**config.mk**
```make
export PLATFORM = sky130hd
export DESIGN_NAME = alu_op_sequencer
export DESIGN_NICKNAME = d
export VERILOG_FILES = /design/src/rtl/alu_pkg.sv /design/src/rtl/alu_word_packer.sv /design/src/rtl/alu_op_sequencer.sv
export SDC_FILE = /design/constraint.sdc
export NUM_CORES = 1
export LEC_CHECK = 0
export CAP_MARGIN = 20
export CORE_ASPECT_RATIO = 1.1
export CORE_MARGIN = 2
export CORE_UTILIZATION = 41
export CTS_BUF_LIST = sky130_fd_sc_hd__clkbuf_4
export CTS_CLUSTER_SIZE = 16
export DETAILED_ROUTE_END_ITERATION = 12
export PLACE_DENSITY = 0.65
export SLEW_MARGIN = 10
export SYNTH_ARGS = -nofsm -noshare
export SYNTH_HDL_FRONTEND = slang
export SYNTH_HIERARCHICAL = 1
export SYNTH_SLANG_ARGS = --single-unit
```
**constraint.sdc**
```tcl
create_clock -name clk_i -period 3.2 [get_ports clk_i]
set_input_delay 0.32 -clock clk_i [delete_from_list [all_inputs] [get_ports clk_i]]
set_output_delay 0.32 -clock clk_i [all_outputs]
set_load 0.01 [all_outputs]
```
**src/rtl/alu_pkg.sv**
```systemverilog
// Shared types and constants for the UART ALU command path.
package alu_pkg;

  typedef enum logic [1:0] {
    OpAdd = 2'd0,
    OpMul = 2'd1
  } op_sel_e;

  localparam logic [7:0] OpcAdd = 8'h10;
  localparam logic [7:0] OpcMul = 8'h11;
  localparam logic [7:0] OpcDiv = 8'h12;

  // Header bytes counted in the packet length but not in the payload.
  localparam int HdrLen = 4;

  typedef enum logic [2:0] {
    SqIdle    = 3'd0,
    SqCollect = 3'd1,
    SqIssue   = 3'd2,
    SqWaitRes = 3'd3,
    SqDone    = 3'd4
  } seq_state_e;

endpackage

```
**src/rtl/alu_word_packer.sv**
```systemverilog
// Packs RX bytes little-endian into a word; the word closes on the top lane
// or on the last payload byte, with unfilled lanes reading as zero.
module alu_word_packer
  import alu_pkg::*;
#(
  parameter int datawidth_p = 8,
  parameter int wordwidth_p = 32
) (
  input  logic                   clk,
  input  logic                   rst,
  input  logic                   clear,
  input  logic                   byte_valid,
  input  logic                   last_byte,
  input  logic [datawidth_p-1:0] byte_data,
  output logic [wordwidth_p-1:0] word,
  output logic                   word_closed
);

  localparam int Lanes = wordwidth_p / datawidth_p;
  localparam int LaneW = (Lanes > 1) ? $clog2(Lanes) : 1;

  logic [LaneW-1:0]       lane;
  logic [wordwidth_p-1:0] buffer;

  // Current word with the incoming byte merged in; lanes above it are zero,
  // so a fresh word never carries bytes from the previous one.
  always_comb begin
    word = '0;
    for (int i = 0; i < Lanes; i++) begin
      if (i < int'(lane)) begin
        word[i*datawidth_p +: datawidth_p] = buffer[i*datawidth_p +: datawidth_p];
      end else if (i == int'(lane)) begin
        word[i*datawidth_p +: datawidth_p] = byte_data;
      end
    end
  end

  assign word_closed = byte_valid && (last_byte || (lane == LaneW'(Lanes - 1)));

  always_ff @(posedge clk) begin
    if (rst || clear) begin
      lane   <= '0;
      buffer <= '0;
    end else if (byte_valid) begin
      buffer <= word;
      lane   <= word_closed ? '0 : lane + LaneW'(1);
    end
  end

endmodule

```
**src/rtl/alu_op_sequencer.sv**
```systemverilog
// Sequences one ALU command: collects payload words and folds them through the
// shared add/mul unit. Optional RX idle timeout under ALU_SEQ_TIMEOUT_EN.
module alu_op_sequencer
  import alu_pkg::*;
#(
  parameter int datawidth_p = 8,
  parameter int wordwidth_p = 32,
  parameter int timeout_p   = 65535
) (
  input  logic                   clk_i,
  input  logic                   rst_i,
  input  logic                   start_i,
  input  logic [1:0]             op_sel_i,
  input  logic [15:0]            len_i,
  input  logic [datawidth_p-1:0] rx_data_i,
  input  logic                   rx_valid_i,
  output logic                   rx_ready_o,
  output logic                   unit_valid_o,
  input  logic                   unit_ready_i,
  output logic [1:0]             unit_sel_o,
  output logic [wordwidth_p-1:0] unit_a_o,
  output logic [wordwidth_p-1:0] unit_b_o,
  input  logic                   unit_res_valid_i,
  input  logic [wordwidth_p-1:0] unit_res_i,
  output logic                   busy_o,
  output logic                   done_o,
  output logic [wordwidth_p-1:0] result_o,
  output logic                   error_o
);

  seq_state_e             state;
  logic [1:0]             op_q;
  logic [15:0]            remain;
  logic                   first_word;
  logic [wordwidth_p-1:0] acc;

  logic                   accept;
  logic                   last_byte;
  logic                   pk_clear;
  logic                   word_closed;
  logic [wordwidth_p-1:0] word;
  logic [15:0]            payload_len;

  // Handshake: a byte transfers on a cycle with rx_valid_i && rx_ready_o;
  // an operand pair transfers on unit_valid_o && unit_ready_i; results are
  // single-cycle unit_res_valid_i pulses taken only while waiting for one.
  assign accept      = rx_valid_i && rx_ready_o;
  assign last_byte   = (remain == 16'd1);
  assign pk_clear    = (state == SqIdle) && start_i;
  assign payload_len = (len_i <= 16'(HdrLen)) ? 16'd0 : len_i - 16'(HdrLen);

  alu_word_packer #(
    .datawidth_p(datawidth_p),
    .wordwidth_p(wordwidth_p)
  ) u_packer (
    .clk        (clk_i),
    .rst        (rst_i),
    .clear      (pk_clear),
    .byte_valid (accept),
    .last_byte  (last_byte),
    .byte_data  (rx_data_i),
    .word       (word),
    .word_closed(word_closed)
  );

`ifdef ALU_SEQ_TIMEOUT_EN
  localparam int TmoW = $clog2(timeout_p + 1);
  logic [TmoW-1:0] idle_cnt;
`endif

  always_ff @(posedge clk_i) begin
    if (rst_i) begin
      state        <= SqIdle;
      op_q         <= 2'd0;
      remain       <= 16'd0;
      first_word   <= 1'b0;
      acc          <= '0;
      rx_ready_o   <= 1'b0;
      unit_valid_o <= 1'b0;
      unit_sel_o   <= 2'd0;
      unit_a_o     <= '0;
      unit_b_o     <= '0;
      busy_o       <= 1'b0;
      done_o       <= 1'b0;
      result_o     <= '0;
`ifdef ALU_SEQ_TIMEOUT_EN
      error_o      <= 1'b0;
      idle_cnt     <= '0;
`endif
    end else begin
      done_o <= 1'b0;
`ifdef ALU_SEQ_TIMEOUT_EN
      error_o <= 1'b0;
`endif
      case (state)
        SqIdle: begin
          if (start_i) begin
            op_q       <= op_sel_i;
            remain     <= payload_len;
            acc        <= '0;
            first_word <= 1'b1;
            busy_o     <= 1'b1;
`ifdef ALU_SEQ_TIMEOUT_EN
            idle_cnt   <= '0;
`endif
            if (payload_len == 16'd0) begin
              state <= SqDone;
            end else begin
              state      <= SqCollect;
              rx_ready_o <= 1'b1;
            end
          end
        end

        SqCollect: begin
          if (accept) begin
            remain <= remain - 16'd1;
`ifdef ALU_SEQ_TIMEOUT_EN
            idle_cnt <= '0;
`endif
            if (word_closed) begin
              if (first_word) begin
                // The first word seeds the accumulator without a unit transaction.
                first_word <= 1'b0;
                acc        <= word;
                if (last_byte) begin
                  rx_ready_o <= 1'b0;
                  busy_o     <= 1'b0;
                  done_o     <= 1'b1;
                  result_o   <= word;
                  state      <= SqDone;
                end
              end else begin
                rx_ready_o   <= 1'b0;
                unit_valid_o <= 1'b1;
                unit_a_o     <= acc;
                unit_b_o     <= word;
                unit_sel_o   <= op_q;
                state        <= SqIssue;
              end
            end
          end
`ifdef ALU_SEQ_TIMEOUT_EN
          else if (idle_cnt == TmoW'(timeout_p - 1)) begin
            error_o    <= 1'b1;
            busy_o     <= 1'b0;
            rx_ready_o <= 1'b0;
            state      <= SqIdle;
          end else begin
            idle_cnt <= idle_cnt + TmoW'(1);
          end
`endif
        end

        SqIssue: begin
          if (unit_ready_i) begin
            unit_valid_o <= 1'b0;
            state        <= SqWaitRes;
          end
        end

        SqWaitRes: begin
          if (unit_res_valid_i) begin
            acc <= unit_res_i;
            if (remain == 16'd0) begin
              busy_o   <= 1'b0;
              done_o   <= 1'b1;
              result_o <= unit_res_i;
              state    <= SqDone;
            end else begin
              rx_ready_o <= 1'b1;
              state      <= SqCollect;
            end
          end
        end

        SqDone: begin
          // Entered with busy still high only for an empty payload; that path
          // raises done here, every other path raised it on entry.
          if (busy_o) begin
            busy_o   <= 1'b0;
            done_o   <= 1'b1;
            result_o <= acc;
          end else begin
            state <= SqIdle;
          end
        end

        default: state <= SqIdle;
      endcase
    end
  end

`ifndef ALU_SEQ_TIMEOUT_EN
  assign error_o = 1'b0;
`endif

endmodule
```
==> results.sh <==
export IMPL_status="completed"
export IMPL_grt_busiest_layer="met2"
export IMPL_root_buffer="clkbuf_4"
export IMPL_synth_area_per_cell_um2=8.089
export IMPL_synth_simple_area_share=0.2035
export IMPL_io_pins=167
export IMPL_hold_end="remain[2]"
export IMPL_slew_viol_final=0
export IMPL_dieArea_um2=22710
export IMPL_synthXorXnorAreaFrac=0.01092
export IMPL_clock_sinks=182
export IMPL_synthMuxAreaShare=0.05388
export IMPL_postRouteAntennaNets=0
export IMPL_p_leak_uw=0.003650
export IMPL_setup_viol=0
export IMPL_worstPathRequired_ns=3.71
export IMPL_path_max_fanout=65
export IMPL_coreArea_um2=21230
export IMPL_route_detailed_drc=0
export IMPL_mostFrequentLayoutCells="nand2_1, dfxtp_1, clkdlybuf4s50_1, a21oi_1, nor2_1"
export IMPL_synth_top_family_by_area="compound AO/OA/AOI/OAI gates"
export IMPL_place_congestion=0.9288
export IMPL_die_w_um=143.9
export IMPL_drive_gt1_frac=0.09869
export IMPL_final_setup_tns_ns=0
export IMPL_final_common_cell="nand2_1"
export IMPL_port_buffers=165
export IMPL_met3_usage=0.03842
export IMPL_fillers=2069
export IMPL_yosys_area_top_type="dfxtp_1"
export IMPL_clkSlewWorstSetupHoldPaths_ns=0.17
export IMPL_synth_ff_latch_count=182
export IMPL_clock_skew_ns=0.03541
export IMPL_fin_crit_ns=2.980
export IMPL_ir_drop_mv=0.2884
export IMPL_synth_compound_area_frac=0.2483
export IMPL_dp_hpwl_um=17450
export IMPL_grt_usage=0.2244
export IMPL_synthArstFlopShare=0
export IMPL_wl_per_cell_um=16.63
export IMPL_max_slew_margin_rel=0.5997
export IMPL_ctsResizeCount=0
export IMPL_synth_flop_cell="dfxtp_1"
export IMPL_cts_hold_buf=0
export IMPL_cts_inserted_buffers=17
export IMPL_endpoint_kind="flip-flop"
export IMPL_cts_tree="yes"
export IMPL_rsz0062_at_grt="false"
export IMPL_cp_start_kind="flip-flop"
export IMPL_timing_fmax_mhz=335.6
export IMPL_synth_nets=1164
export IMPL_grt_start_max_net_pins=69
export IMPL_ys_warn_count=6
export IMPL_hp_start="rst_i"
export IMPL_cts_setup_buffers=0
export IMPL_r2r_slack_ns=0.22
export IMPL_synth_edf_count=0
export IMPL_met1_usage=0.2844
export IMPL_yosysSeqAreaShare=0.4129
export IMPL_synth_top_area_frac=0.4129
export IMPL_h_tree_depth=4
export IMPL_insertion_delay_ns=0.60
export IMPL_clockBufferDepth=2
export IMPL_hold_violations=0
export IMPL_first_global_vias=7780
export IMPL_synth_cells=1091
export IMPL_min_path_type="primary input to flip-flop"
export IMPL_worst_ep_arrival_time_ns=3.49
export IMPL_critPathKind="flip-flop to flip-flop"
export IMPL_synthTopCellsByArea="dfxtp_1, nand2_1, a21oi_1"
export IMPL_reg2regPathDepth=12
export IMPL_r2r_end="result_o[27]"
export IMPL_antenna_found_initial=1
export IMPL_vias_per_cell=5.454
export IMPL_worstReg2RegStart="remain[12]"
export IMPL_syn_to_final_growth_pct=25.38
export IMPL_grt_overflow_total=0
export IMPL_fin_cells=1517
export IMPL_met2_usage=0.3857
export IMPL_nNetsFinal=1286
export IMPL_vias=8274
export IMPL_start_util=0.4157
export IMPL_fin_crit_sh=0.9312
export IMPL_dp_cells=1484
export IMPL_max_cap_violations=0
export IMPL_powerDensity_nw_per_um2=600.7
export IMPL_grt_pass1_wl_um=40580
export IMPL_first_iter_violations=496
export IMPL_die_h_um=157.9
export IMPL_worst_pin_slew_ns=0.5941
export IMPL_dr_pass1_iters=5
export IMPL_synthDistinctLibCells=55
export IMPL_hold_depth=2
export IMPL_finalWirelength_um=25240
export IMPL_syn_area_um2=8825
export IMPL_synth_fa_ha_area_frac=0.01276
export IMPL_fp_row_count=56
==> registers in the layout, summed over array words and instances (netlist names) <==
signal,cells
first_word,1
acc,32
remain,16
unit_a_o,32
unit_b_o,32
op_q,2
u_packer/lane,2
busy_o,1
state,3
u_packer/buffer,24
unit_sel_o,2
done_o,1
unit_valid_o,1
result_o,32
rx_ready_o,1
==> cells in the mapped netlist, types with 9 or more instances <==
cell type  number
nand2_1       189
dfxtp_1       182
a21oi_1       121
nor2_1        117
clkbuf_1       64
a211oi_1       50
o21ai_0        38
a22oi_1        37
a22o_1         32
inv_1          26
a211oi_2       18
mux2_4         17
nor3_1         17
buf_2          15
mux2i_1        13
and2_1         11
nand3_1        10
ha_1            9
==> through the flow <==
| step | worst slack, ns | cell area, um2 | total power [uW] | util | hold WS (ns) |
|---|---|---|---|---|---|
| final | 0.2203 | 11060 | 6646 | 0.5212 | 0.1358 |
| after global routing | 0.01325 | 11060 | 7069 | 0.5212 | 0.1205 |
| after CTS | 0.2272 | 11060 | 6696 | 0.5210 | 0.1087 |
| after detailed placement | 0.3025 | 10770 | 5370 | 0.5071 | 0.4459 |
| after global placement | 0.3244 | 10770 | 5336 | 0.5071 | 0.4420 |
| after floorplan | 0.4842 | 8825 | 4409 | - | 0.4312 |
==> final cells by class <==
| type | instances | area [um2] | share of cell area |
|---|---|---|---|
| well taps | 290 | 362.8 | 0.03279 |
| repair buffers | 195 | 1937 | 0.1751 |
| clock inverters | 14 | 161.4 | 0.01459 |
| flip-flops and latches | 182 | 3643 | 0.3293 |
| inverters | 27 | 101.3 | 0.009160 |
| clock buffers | 18 | 135.1 | 0.01221 |
| multi-input cells | 790 | 4721 | 0.4267 |
| diodes | 1 | 2.502 | 0.0002262 |
==> report_power, final <==
group | internal [uW] | total, uW | leakage, uW | switching (uW)
Sequential | 2600 | 2890 | 0.00148 | 293
Clock | 434 | 1320 | 0.000149 | 888
Combinational | 1060 | 2440 | 0.00202 | 1380
Total | 4090 | 6650 | 0.00365 | 2560
==> worst max-delay path by stage <==
stage	end	slack, ns	cells past startpoint	startpoint
finish	result_o[27]	0.22	12	remain[12]
global route	result_o[13]	0.01	12	remain[12]
CTS	result_o[0]	0.23	13	remain[8]
detailed placement	result_o[0]	0.30	12	remain[12]
global placement	result_o[17]	0.32	12	remain[12]
floorplan	acc[3]	0.48	13	remain[2]
==> kinds of logic (layout without fill, tap and decap cells) <==
family | after synthesis | after routing
AOI/OAI and AO/OA | 327 | 327
xor gates and xnor gates | 11 | 11
DFF | 182 | 182
adders and majority gates | 9 | 9
buffers and inverters | 119 | 254
muxes | 38 | 38
and+or+nand+nor | 404 | 404
other | 1 | 2
==> worst max-delay path, stage by stage (launching register included) <==
cell and delay, ns:
dfxtp_1 0.39, nor4_1 0.44, and4_1 0.37, and2_1 0.18, nor2_1 0.06, nor2b_1 0.16
nand4_1 0.14, inv_1 0.08, a31oi_1 0.15, a211oi_4 0.29, buf_12 0.33, nor2_1 0.11
a211oi_2 0.21
==> layer usage <==
layer / vias to the layer above / wire [um]
met5: - / 0
met4: 0 / 563
met3: 40 / 1414
met2: 268 / 12450
met1: 3879 / 10810
li1: 4087 / -
(Power assumes the default switching activity.)
